$ cat src/rtl/hs4_pkg.sv
// Shared types for the hs4 4-phase receive path.
// Holds the handshake FSM state encoding and default geometry.
package hs4_pkg;

    localparam int HS4_DATA_W_DEFAULT = 8;
    localparam int HS4_DEPTH_DEFAULT  = 4;

    typedef enum logic [1:0] {
        IDLE     = 2'd0,
        ACK      = 2'd1,
        WAIT_LOW = 2'd2
    } hs4_state_t;

endpackage

$ cat src/rtl/hs4_sync_fifo.sv
// Show-ahead single-clock FIFO used by hs4_rx_fifo.
// DEPTH must be a power of two so the pointers wrap naturally.
module hs4_sync_fifo #(
    parameter int DEPTH = 4,
    parameter int W     = 9
) (
    input  logic                     clk,
    input  logic                     rst_n,
    input  logic                     push,
    input  logic [W-1:0]             push_data,
    input  logic                     pop,
    output logic [W-1:0]             head,
    output logic                     full,
    output logic                     empty,
    output logic [$clog2(DEPTH):0]   count
);

    localparam int AW = $clog2(DEPTH);
    localparam logic [AW:0] FULL_CNT = (AW + 1)'(DEPTH);

    logic [W-1:0]  mem [DEPTH];
    logic [AW-1:0] wr_ptr;
    logic [AW-1:0] rd_ptr;
    logic          do_push;
    logic          do_pop;

    // Full/empty come from the registered count, so both reflect cycle start.
    assign full    = (count == FULL_CNT);
    assign empty   = (count == '0);
    assign do_push = push & ~full;
    assign do_pop  = pop & ~empty;
    assign head    = mem[rd_ptr];

    always_ff @(posedge clk or negedge rst_n) begin
        if (!rst_n) begin
            wr_ptr <= '0;
            rd_ptr <= '0;
            count  <= '0;
            for (int i = 0; i < DEPTH; i++) begin
                mem[i] <= '0;
            end
        end else begin
            if (do_push) begin
                mem[wr_ptr] <= push_data;
                wr_ptr      <= wr_ptr + 1'b1;
            end
            if (do_pop) begin
                rd_ptr <= rd_ptr + 1'b1;
            end
            case ({do_push, do_pop})
                2'b10:   count <= count + 1'b1;
                2'b01:   count <= count - 1'b1;
                default: count <= count;
            endcase
        end
    end

endmodule

$ cat src/rtl/hs4_rx_fifo.sv
// Receives 4-phase tokens from the hs4 arbiter and queues {sel,data} for a clocked consumer.
// Optional macro HS4_RX_REQ_SYNC_EN inserts a 2-flop synchronizer on req_i.
module hs4_rx_fifo
    import hs4_pkg::*;
#(
    parameter int DATA_W = HS4_DATA_W_DEFAULT,
    parameter int DEPTH  = HS4_DEPTH_DEFAULT
) (
    input  logic                     clk,
    input  logic                     rst_n,
    input  logic                     req_i,
    input  logic                     sel_i,
    input  logic [DATA_W-1:0]        data_i,
    output logic                     ack_o,
    output logic                     out_valid,
    input  logic                     out_ready,
    output logic                     out_sel,
    output logic [DATA_W-1:0]        out_data,
    output logic [$clog2(DEPTH):0]   count,
    output hs4_state_t               dbg_state
);

    typedef struct packed {
        logic              sel;
        logic [DATA_W-1:0] data;
    } hs4_entry_t;

    localparam int EW = $bits(hs4_entry_t);

    hs4_state_t state;
    hs4_entry_t push_entry;
    hs4_entry_t head_entry;
    logic       req_s;
    logic       push;
    logic       full;
    logic       empty;
    logic [EW-1:0] head_bits;

`ifdef HS4_RX_REQ_SYNC_EN
    logic [1:0] req_sync;

    always_ff @(posedge clk or negedge rst_n) begin
        if (!rst_n) begin
            req_sync <= 2'b00;
        end else begin
            req_sync <= {req_sync[0], req_i};
        end
    end

    assign req_s = req_sync[1];
`else
    assign req_s = req_i;
`endif

    // One push per request phase: only IDLE can push, and IDLE is left on the same edge.
    assign push       = (state == IDLE) & req_s & ~full;
    assign push_entry = '{sel: sel_i, data: data_i};

    always_ff @(posedge clk or negedge rst_n) begin
        if (!rst_n) begin
            state <= WAIT_LOW;
            ack_o <= 1'b0;
        end else begin
            case (state)
                IDLE: begin
                    if (req_s && !full) begin
                        ack_o <= 1'b1;
                        state <= ACK;
                    end
                end
                ACK: begin
                    if (!req_s) begin
                        ack_o <= 1'b0;
                        state <= IDLE;
                    end
                end
                WAIT_LOW: begin
                    ack_o <= 1'b0;
                    if (!req_s) begin
                        state <= IDLE;
                    end
                end
                default: begin
                    ack_o <= 1'b0;
                    state <= WAIT_LOW;
                end
            endcase
        end
    end

    hs4_sync_fifo #(
        .DEPTH (DEPTH),
        .W     (EW)
    ) u_fifo (
        .clk       (clk),
        .rst_n     (rst_n),
        .push      (push),
        .push_data (push_entry),
        .pop       (out_valid & out_ready),
        .head      (head_bits),
        .full      (full),
        .empty     (empty),
        .count     (count)
    );

    // Consumer side: the head entry transfers on any rising edge where out_valid
    // and out_ready are both high; out_sel/out_data hold steady until that edge.
    assign head_entry = hs4_entry_t'(head_bits);
    assign out_valid  = ~empty;
    assign out_sel    = head_entry.sel;
    assign out_data   = head_entry.data;
    assign dbg_state  = state;

endmodule

$ cat config.mk
export PLATFORM = sky130hd
export DESIGN_NAME = hs4_rx_fifo
export DESIGN_NICKNAME = d
export VERILOG_FILES = /design/src/rtl/hs4_pkg.sv /design/src/rtl/hs4_sync_fifo.sv /design/src/rtl/hs4_rx_fifo.sv
export SDC_FILE = /design/constraint.sdc
export NUM_CORES = 1
export LEC_CHECK = 0
export BUFFER_PORTS_ARGS = -buffer_cell sky130_fd_sc_hd__buf_2
export CORE_MARGIN = 1
export CORE_UTILIZATION = 51
export CTS_CLUSTER_SIZE = 16
export DETAILED_ROUTE_END_ITERATION = 8
export GPL_ROUTABILITY_DRIVEN = 0
export PLACE_DENSITY = 0.75
export SLEW_MARGIN = 20
export SYNTH_ARGS = -nofsm -noshare
export SYNTH_HDL_FRONTEND = slang
export SYNTH_SLANG_ARGS = --single-unit
$ cat constraint.sdc
create_clock -name clk -period 2.3 [get_ports clk]
set_input_delay 0 -clock clk [delete_from_list [all_inputs] [get_ports clk]]
set_output_delay 0 -clock clk [all_outputs]
set_load 0.05 [all_outputs]
==> run metrics <==
max incr delay on CP=0.46 ns; pin count of the biggest net entering global routing=47; Ports=29; Post-synth EDFFs=0; initial drt markers=50; Synth area leader=dfrtp_1; CTS tree=built; FF-to-FF End=u_fifo.count[2]$_DFFE_PN0P_; DRT antenna net count=0; worst hold path stage count=3; global route total overflow=0; storage element area=1156 µm²; Slowest cell on crit path=dfrtp_1; port bufs=28; post-detailed-placement half-perimeter wirelength=~2800 µm; DRT Wirelength=roughly 4100 µm; HP Start=out_ready; WHS Endpoint=u_fifo.rd_ptr[0]$_DFFE_PN0P_; DR vias/cell=about 5.4; Hold Path Class=primary input to flip-flop; clk root buf=clkbuf_8; Rows=23; DR vias=1365; Routed WL per cell=~16 µm; area of the multi-input gates=1018 µm²; top post-synthesis cells by area=dfrtp_1 (51%), mux2_2 (19%), mux4_2 (9.2%), ha_1 (5.1%), inv_1 (1.4%); largest buffer count on any clock path=2; Yosys reg bits=46; detailed-router iteration count before antenna repair=4; Hold Vio Cnt, Final=0; initial antenna violation count=0; worst path required time=2.52 ns; number of global-route vias before repair=1446; R2R Setup Slk=0.18 ns; unrepaired setup endpoints after global routing=no; # setup viols final=0; clk sink count=between 40 and 50; slew of the pin with the lowest slew margin=0.5641 ns; Max Cap Viol=0; synth-to-layout area growth=22.42%; Mapped Nets=173; Initial Util=53.95%; Rel. slew slack=62.39%; most common cell in the synthesized netlist=dfrtp_1; post-route setup TNS=0 ns; Clock Skews=roughly 0.0060 ns; cell-by-cell trace of the critical path=nor3b_4 -> nand3b_4 -> ha_2 -> inv_1 -> fa_1 -> xor2_1 -> nor2_1 -> xor2_1; clock latency on the worst-skew pair=0.30 ns; H-tree levels=2; Setup WS pre-CTS=0.06104 ns; total die area=4589 µm²; clk slew on worst S/H paths=0.08 ns; Syn. warnings=0; fin crit share=92.32%; worst r2r path cells=8; Nets=225; asr flop ratio synth=100.0%; ratio of cells with drive above 1 in the final layout=51.72%; CTS Buf Count=5; status=finished, final reports clean; f_max=about 470 MHz; most used flip-flop cell after synthesis=dfrtp_1; Cells after Synth=150; Distinct cells, synth=29; crit path kind=flip-flop to flip-flop; post-route setup slack=0.1766 ns; synthesized area=between 2000 and 2500 µm²; pins over their slew limit=0; die height=67.75 µm; ant diodes=0; Syn Area/Cell=14.70 µm²; area share of the largest cell type after synthesis=51.08%; gr usage total=a little over a fifth; sequential share of the synthesized area=52.27%; CP Data Arrival Time=2.34 ns; core area=4086 µm²; type of origin of the critical path=flip-flop; cell repeated most along the worst path=xor2_1; FILL cells=311; first-pass GRT wire length=6893 µm; Post-synth top cells=dfrtp_1 (45), mux2_2 (37), ha_1 (9), mux4_2 (9), inv_1 (8); peak fanout along the critical path=6; Crit. End Element=flip-flop; DRC Markers=0; FF-to-FF Start=u_fifo.count[1]$_DFFE_PN0P_; Final min period=about 2.1 ns; die width=67.75 µm
-- per-layer routing --
| metal | track usage (%) | wire length, µm | vias to the layer above |
|---|---|---|---|
| met5 | 0 | 0 | - |
| met4 | 9.043 | 65 | 0 |
| met3 | 5.574 | 138 | 7 |
| met2 | 34.16 | 2066 | 27 |
| met1 | 27.44 | 1817 | 689 |
| li1 | - | - | 642 |
-- cell type report --
class	count	share of cell area, %
flip-flops and latches	46	42.84
multi-input cells	92	37.74
repair buffers	49	12.05
clock buffers	7	2.828
well taps	50	2.318
clock inverters	1	1.113
inverters	8	1.113
-- through the flow --
stage | hold WS, ns | util [%] | area (µm²) | std cells
after CTS | 0.06493 | 65.25 | 2666 | 249
after global routing | 0.09305 | 66.04 | 2699 | 253
after floorplan | -0.2956 | - | 2226 | 150
final | 0.07521 | 66.04 | 2699 | 253
after global placement | 0.2084 | 60.20 | 2460 | 231
after detailed placement | 0.2246 | 60.20 | 2460 | 231
-- layout by cell type, fill, tap and decap left out, types with 2 or more instances in the layout --
cell / instances
xnor2_1: 3
o31ai_1: 2
ha_1: 8
clkbuf_8: 5
a21oi_1: 3
inv_1: 7
nor2b_1: 2
nand3b_1: 2
clkbuf_1: 2
mux2_2: 37
dlygate4sd3_1: 10
mux4_2: 9
nand2_1: 2
buf_4: 12
xor2_1: 3
dfrtp_2: 3
nor2_2: 4
dfrtp_1: 42
buf_2: 27
nand3_1: 4
a211oi_1: 2
-- how the worst max path moves through the flow --
stage / startpoint / endpoint / slack (ns) / cells past startpoint
after global placement: u_fifo.count[0]$_DFFE_PN0P_ / u_fifo.count[2]$_DFFE_PN0P_ / 0.14 / 8
after floorplan: dbg_state[1]$_DFFE_PN1P_ / u_fifo.count[2]$_DFFE_PN0P_ / 0.0003 / 10
after CTS: u_fifo.count[0]$_DFFE_PN0P_ / u_fifo.count[2]$_DFFE_PN0P_ / 0.04 / 8
after global routing: u_fifo.count[1]$_DFFE_PN0P_ / u_fifo.count[2]$_DFFE_PN0P_ / 0.03 / 8
after detailed placement: u_fifo.count[0]$_DFFE_PN0P_ / u_fifo.count[2]$_DFFE_PN0P_ / 0.06 / 8
final: u_fifo.count[1]$_DFFE_PN0P_ / u_fifo.count[2]$_DFFE_PN0P_ / 0.18 / 8
-- critical path, delay by kind of cell, from the launching register on --
| family | cells | cell delay (ns) |
|---|---|---|
| flops | 1 | 0.46 |
| simple gates | 3 | 0.65 |
| fa+ha+maj | 2 | 0.57 |
| buf+inv | 1 | 0.05 |
| xor+xnor | 2 | 0.31 |
-- cells by family (layout without fill, tap and decap cells) --
family                     count (synthesis)  count (layout)  synth area share (%)
buffers and inverters                     12              65                 2.327
AOI/OAI and AO/OA                         10              10                 3.007
and+or+nand+nor                           20              20                 5.902
muxes                                     46              46                 28.09
xor gates and xnor gates                   6               6                 2.384
DFF                                       46              46                 52.27
adders and majority gates                 10              10                 6.016
-- registers in the layout, summed over array words and instances, names as in the netlist --
signal	flops
u_fifo.mem	36
u_fifo.count	3
dbg_state	2
u_fifo.rd_ptr	2
u_fifo.wr_ptr	2
ack_o	1
-- what timing repair did --
action                                  4_1_cts  5_1_grt
hold buffers                                 10        0
endpoints found under the hold margin        81        0
resized for setup                             0        0
endpoints found under the setup margin        0        1
buffers inserted                              0        4
Power is left out: the tool's default activity adds up to more than one toggle a clock period on the data nets, which glitch-free logic cannot reach.
